===== src/rtl/booth_dot_accum.sv =====
// Saturating dot-product accumulator fed by a Booth multiplier's signed products.
// Collects up to LEN terms (or fewer, ending on in_last) and holds the result until downstream takes it.
module booth_dot_accum #(
  parameter int N      = 3,
  parameter int PROD_W = 2*N,
  parameter int LEN    = 4,
  parameter int ACC_W  = 8,
  parameter int CNT_W  = $clog2(LEN+1)
) (
  input  logic              clk,
  input  logic              rst_n,
  input  logic              in_valid,
  output logic              in_ready,
  input  logic [PROD_W-1:0] in_prod,
  input  logic              in_last,
  input  logic              clear,
  output logic              out_valid,
  input  logic              out_ready,
  output logic [ACC_W-1:0]  out_sum,
  output logic [CNT_W-1:0]  out_terms,
  output logic              out_sat
);

  // Adder is wide enough for both operands plus one bit, so overflow past ACC_W is always visible.
  localparam int SUM_W = ((PROD_W > ACC_W) ? PROD_W : ACC_W) + 1;
  localparam logic signed [SUM_W-1:0] ACC_MAX = SUM_W'((2**(ACC_W-1)) - 1);
  localparam logic signed [SUM_W-1:0] ACC_MIN = ~ACC_MAX;

  typedef enum logic {ACCUM, HOLD} state_t;

  state_t             state_q, state_d;
  logic [ACC_W-1:0]   acc_q, acc_d;
  logic [CNT_W-1:0]   cnt_q, cnt_d;
  logic               sat_q, sat_d;
  logic               out_valid_q, out_valid_d;
  logic [ACC_W-1:0]   out_sum_q, out_sum_d;
  logic [CNT_W-1:0]   out_terms_q, out_terms_d;
  logic               out_sat_q, out_sat_d;

  logic signed [SUM_W-1:0] prod_ext;
  logic signed [SUM_W-1:0] acc_ext;
  logic signed [SUM_W-1:0] sum_ext;
  logic [ACC_W-1:0]        acc_new;
  logic                    sat_hit;
  logic                    last_term;

  always_comb begin
    prod_ext = {{(SUM_W-PROD_W){in_prod[PROD_W-1]}}, in_prod};
    acc_ext  = {{(SUM_W-ACC_W){acc_q[ACC_W-1]}}, acc_q};
    sum_ext  = prod_ext + acc_ext;
    sat_hit  = 1'b0;
    acc_new  = sum_ext[ACC_W-1:0];
    if (sum_ext > ACC_MAX) begin
      acc_new = ACC_MAX[ACC_W-1:0];
      sat_hit = 1'b1;
    end else if (sum_ext < ACC_MIN) begin
      acc_new = ACC_MIN[ACC_W-1:0];
      sat_hit = 1'b1;
    end
    last_term = in_last || (cnt_q == CNT_W'(LEN-1));
  end

  always_comb begin
    state_d     = state_q;
    acc_d       = acc_q;
    cnt_d       = cnt_q;
    sat_d       = sat_q;
    out_valid_d = out_valid_q;
    out_sum_d   = out_sum_q;
    out_terms_d = out_terms_q;
    out_sat_d   = out_sat_q;
    case (state_q)
      ACCUM: begin
        // clear beats a simultaneous accept: the term is dropped.
        if (clear) begin
          acc_d = '0;
          cnt_d = '0;
          sat_d = 1'b0;
        end else if (in_valid) begin
          if (last_term) begin
            out_sum_d   = acc_new;
            out_terms_d = cnt_q + 1'b1;
            out_sat_d   = sat_q | sat_hit;
            out_valid_d = 1'b1;
            acc_d       = '0;
            cnt_d       = '0;
            sat_d       = 1'b0;
            state_d     = HOLD;
          end else begin
            acc_d = acc_new;
            cnt_d = cnt_q + 1'b1;
            sat_d = sat_q | sat_hit;
          end
        end
      end
      HOLD: begin
        if (out_valid_q && out_ready) begin
          out_valid_d = 1'b0;
          state_d     = ACCUM;
        end
      end
      default: state_d = ACCUM;
    endcase
  end

  always_ff @(posedge clk or negedge rst_n) begin
    if (!rst_n) begin
      state_q     <= ACCUM;
      acc_q       <= '0;
      cnt_q       <= '0;
      sat_q       <= 1'b0;
      out_valid_q <= 1'b0;
      out_sum_q   <= '0;
      out_terms_q <= '0;
      out_sat_q   <= 1'b0;
    end else begin
      state_q     <= state_d;
      acc_q       <= acc_d;
      cnt_q       <= cnt_d;
      sat_q       <= sat_d;
      out_valid_q <= out_valid_d;
      out_sum_q   <= out_sum_d;
      out_terms_q <= out_terms_d;
      out_sat_q   <= out_sat_d;
    end
  end

  assign in_ready  = (state_q == ACCUM);
  assign out_valid = out_valid_q;
  assign out_sum   = out_sum_q;
  assign out_terms = out_terms_q;
  assign out_sat   = out_sat_q;

endmodule


===== config.mk =====
export PLATFORM = sky130hd
export DESIGN_NAME = booth_dot_accum
export DESIGN_NICKNAME = d
export VERILOG_FILES = /design/src/rtl/booth_dot_accum.sv
export SDC_FILE = /design/constraint.sdc
export NUM_CORES = 1
export LEC_CHECK = 0
export CORE_MARGIN = 4
export CORE_UTILIZATION = 55
export DETAILED_ROUTE_END_ITERATION = 8
export PLACE_DENSITY = 0.81
export REMOVE_ABC_BUFFERS = 1
export SLEW_MARGIN = 25
export SYNTH_ARGS = -nofsm -noshare
export SYNTH_HDL_FRONTEND = slang
export SYNTH_SLANG_ARGS = --single-unit

===== constraint.sdc =====
create_clock -name clk -period 5.77 [get_ports clk]
set_input_delay 1.154 -clock clk [delete_from_list [all_inputs] [get_ports clk]]
set_output_delay 1.154 -clock clk [all_outputs]
set_load 0.05 [all_outputs]

==> results.md <==
- PD cells: around 540 mW/mm²
- Clock Power Share: about a tenth
- Global-route wire length before repair: between 5000 and 6000 µm
- TritonCTS clock tree: built
- FF+latch count, synth: 26
- Placed instance area: approximately 0.0017 mm²
- Number of global-route vias before repair: between 1k and 1.5k
- Tmin final: ~3.6 ns
- Final worst setup slack: 2.20 ns
- Worst slew pin tran: around 0.83 ns
- Syn Area/Cell: roughly 11 µm²
- Ys async rst share: 100%
- Most Crowded Layer GR: met2
- Final TNS setup: 0 ns
- Final period utilization: 61.9%
- Finished Cell Area: around 0.0017 mm²
- Post-cts sizing count: 0
- Initial DRC count: 34
- Crit path kind: input port to flop
- CP Capture Type: flop
- Die ar.: 0.00344 mm²
- Post-Synthesis Cell Area: about 0.0014 mm²
- CP Data Required Time: between 6 and 7 ns
- Post-synth top area share: a little under half
- Ys flop type: dfrtp_1
- Fin nets: around 180
- Finish-stage setup viols: 0
- Cell accounting for the most synthesized area: dfrtp_1
- Total vias in the final route: 1092
- Clock slew at reported path FFs: ~0.15 ns
- Routing usage on met1: a little over a quarter
- Skew final: 0.00462 ns
- Final slew viol count: 0
- Layout fillers: about 190
- Min-delay worst type: flop to flop
- Final Util: 70.9%
- DRC violations left: 0
- Die height: 58.6 µm
- Antenna violations before repair: 0
- FF+latch area: about 650 µm²
- Aggregate global-route resource usage: between 20% and 30%
- Synth-to-Final Area Change: 23.5%
- P_sw: 0.455 mW
- Leak: 0.797 nW
- Drt wl/cell: 16.6 µm
- Post-synth EDFFs: 0
- Final WL: ~3100 µm
- Die width: roughly 59 µm
- Area of the core: around 0.0025 mm²
- Layout cells sized above 1: ~16%
- DR pass1 iterations: 4
- Multi-input gate area: between 700 and 800 µm²
- Total gr overflow: 0
- Max VDD drop: between 300 and 400 µV
- Met3 usage: under 10%
- HPWL Detailed: approximately 2400 µm
- Antenna Diode Count: 0
- Max Cap Viol: 0
- Comb pwr share: about three fifths
- Root buffer cell: clkbuf_4
- Synth cell types: 33
- H-tree levels: 1
- DP Cell Count: around 190
- # IOs: 26
- Rel. slew slack: around 44%
- Worst Path Arrival: around 3.8 ns
- Syn Inst Count: roughly 130
- GP Congestion: 0.840
- P_int: ~0.49 mW
- Clk sinks: 26
- Status: finished, final reports clean
- Post-CTS setup buffer count: 0
- Antenna violation net count after detailed routing: 0
- Standard-cell rows: 18
- Startpoint Class: input port
- Initial Util: roughly 57%
- Sequential Power Share: 30.8%
- Pin count of the biggest net entering global routing: 27
- TritonCTS buffer count: 3
- Synth Warn #: 0
- Layout Cells excl Fill: 190
- Hold_buf cts: 0
- Register area share after synthesis: 46.2%
- Worst skew pair latency: 0.33 ns
- Placement Setup Slack: 1.85 ns
- Port bufs: 25
- Vias per cell: 5.75
- Crit-path max FO: 7
- Sw Ratio: 47.9%
- Fmax: 0.280 GHz
- RSZ-0062 raised after global routing: no
- Ranking of synthesized cells by area: dfrtp_1 (46%), ha_1 (8.9%), nand2_1 (6.1%)
- Clock tree buffer depth: 2
- Final Hold Vio Count: 0
- GR Util met2: 33.5%
path summary, 6_finish.rpt:
kind / from / end / depth (start not counted) / slack, ns
worst max-delay path: in_prod[0] / out_sum[2]$_DFFE_PN0P_ / 9 / 2.20
worst min-delay path: out_terms[2]$_DFFE_PN0P_ / out_terms[2]$_DFFE_PN0P_ / 2 / 0.50
worst max register to register: acc_q[0]$_DFFE_PN0P_ / out_sum[2]$_DFFE_PN0P_ / 8 / 3.02
worst min register to register: out_terms[2]$_DFFE_PN0P_ / out_terms[2]$_DFFE_PN0P_ / 2 / 0.50
max in group asynchronous: rst_n / out_terms[0]$_DFFE_PN0P_ / 1 / 4.62
min in group asynchronous: rst_n / acc_q[1]$_DFFE_PN0P_ / 1 / 0.78
cells in the final DEF, fill, tap and decap left out, types with 2 or more instances in the layout:
cell / count
dfrtp_1: 26
clkdlybuf4s50_1: 24
nand2_1: 23
o21ai_0: 17
ha_1: 10
a22o_1: 6
nor2_1: 5
a21oi_1: 5
mux2_2: 5
xor2_1: 4
a21o_1: 3
clkbuf_4: 3
inv_1: 2
xnor2_1: 2
o31ai_1: 2
buf_4: 2
through the flow:
stage | hold WS (ns) | power [mW]
4_1_cts | 0.511 | 0.949
3_3_place_gp | 0.462 | 0.835
2_1_floorplan | 0.450 | 0.675
5_1_grt | 0.540 | 1.00
6_report | 0.504 | 0.948
3_5_place_dp | 0.479 | 0.854
critical path: stages:
cell and delay [ns]:
clkdlybuf4s50_1 0.41, ha_1 0.25, fa_1 0.41, a21o_1 0.22, a221oi_2 0.33, o21ai_2 0.20
nor3_4 0.31, o21ai_0 0.20, mux2_2 0.32
area by class of cell:
cell class	count	area share (%)
Inverter	2	0.431
Timing Repair Buffer	27	15.0
Tap cell	30	2.16
Sequential cell	26	37.4
Multi-Input combinational cell	101	43.0
Clock buffer	4	2.08
layer usage:
layer	vias to the layer above	wire [µm]
met5	-	0
met4	0	76
met3	8	161
met2	33	1550
met1	522	1360
li1	529	-
flip-flops by register name, summed over array words and instances, names as in the netlist:
register   flops
state_q        1
out_sat        1
out_terms      3
sat_q          1
out_sum        8
cnt_q          3
acc_q          8
out_valid      1
power by group through the flow:
| stage | Combinational, mW | Sequential, mW | Clock (mW) |
|---|---|---|---|
| CTS | 0.561 | 0.291 | 0.0969 |
| global route | 0.596 | 0.302 | 0.103 |
| global placement | 0.544 | 0.291 | 0 |
| detailed placement | 0.558 | 0.295 | 0 |
| floorplan | 0.240 | 0.435 | 0 |
| finish | 0.560 | 0.292 | 0.0961 |
cells by family (layout without fill, tap and decap cells):
kind of cell / after synthesis / after routing / share of synthesized area (%)
compound gates: 41 / 41 / 20.4
xor+xnor: 6 / 6 / 3.73
fa+ha+maj: 12 / 12 / 11.1
buf+inv: 4 / 33 / 1.07
flops: 26 / 26 / 46.2
mux: 6 / 6 / 5.06
simple gates: 36 / 36 / 12.4
synthesized netlist by cell type (2+ instances only):
| master | number |
|---|---|
| a21oi_1 | 5 |
| dfrtp_1 | 26 |
| o21ai_0 | 17 |
| a22o_1 | 6 |
| ha_1 | 10 |
| a21o_1 | 3 |
| xor2_1 | 4 |
| nand2_1 | 23 |
| o31ai_1 | 2 |
| xnor2_1 | 2 |
| inv_1 | 2 |
| nor2_1 | 5 |
| mux2_2 | 5 |
| clkbuf_1 | 2 |
No activity file was read; power rests on OpenSTA's default activity.
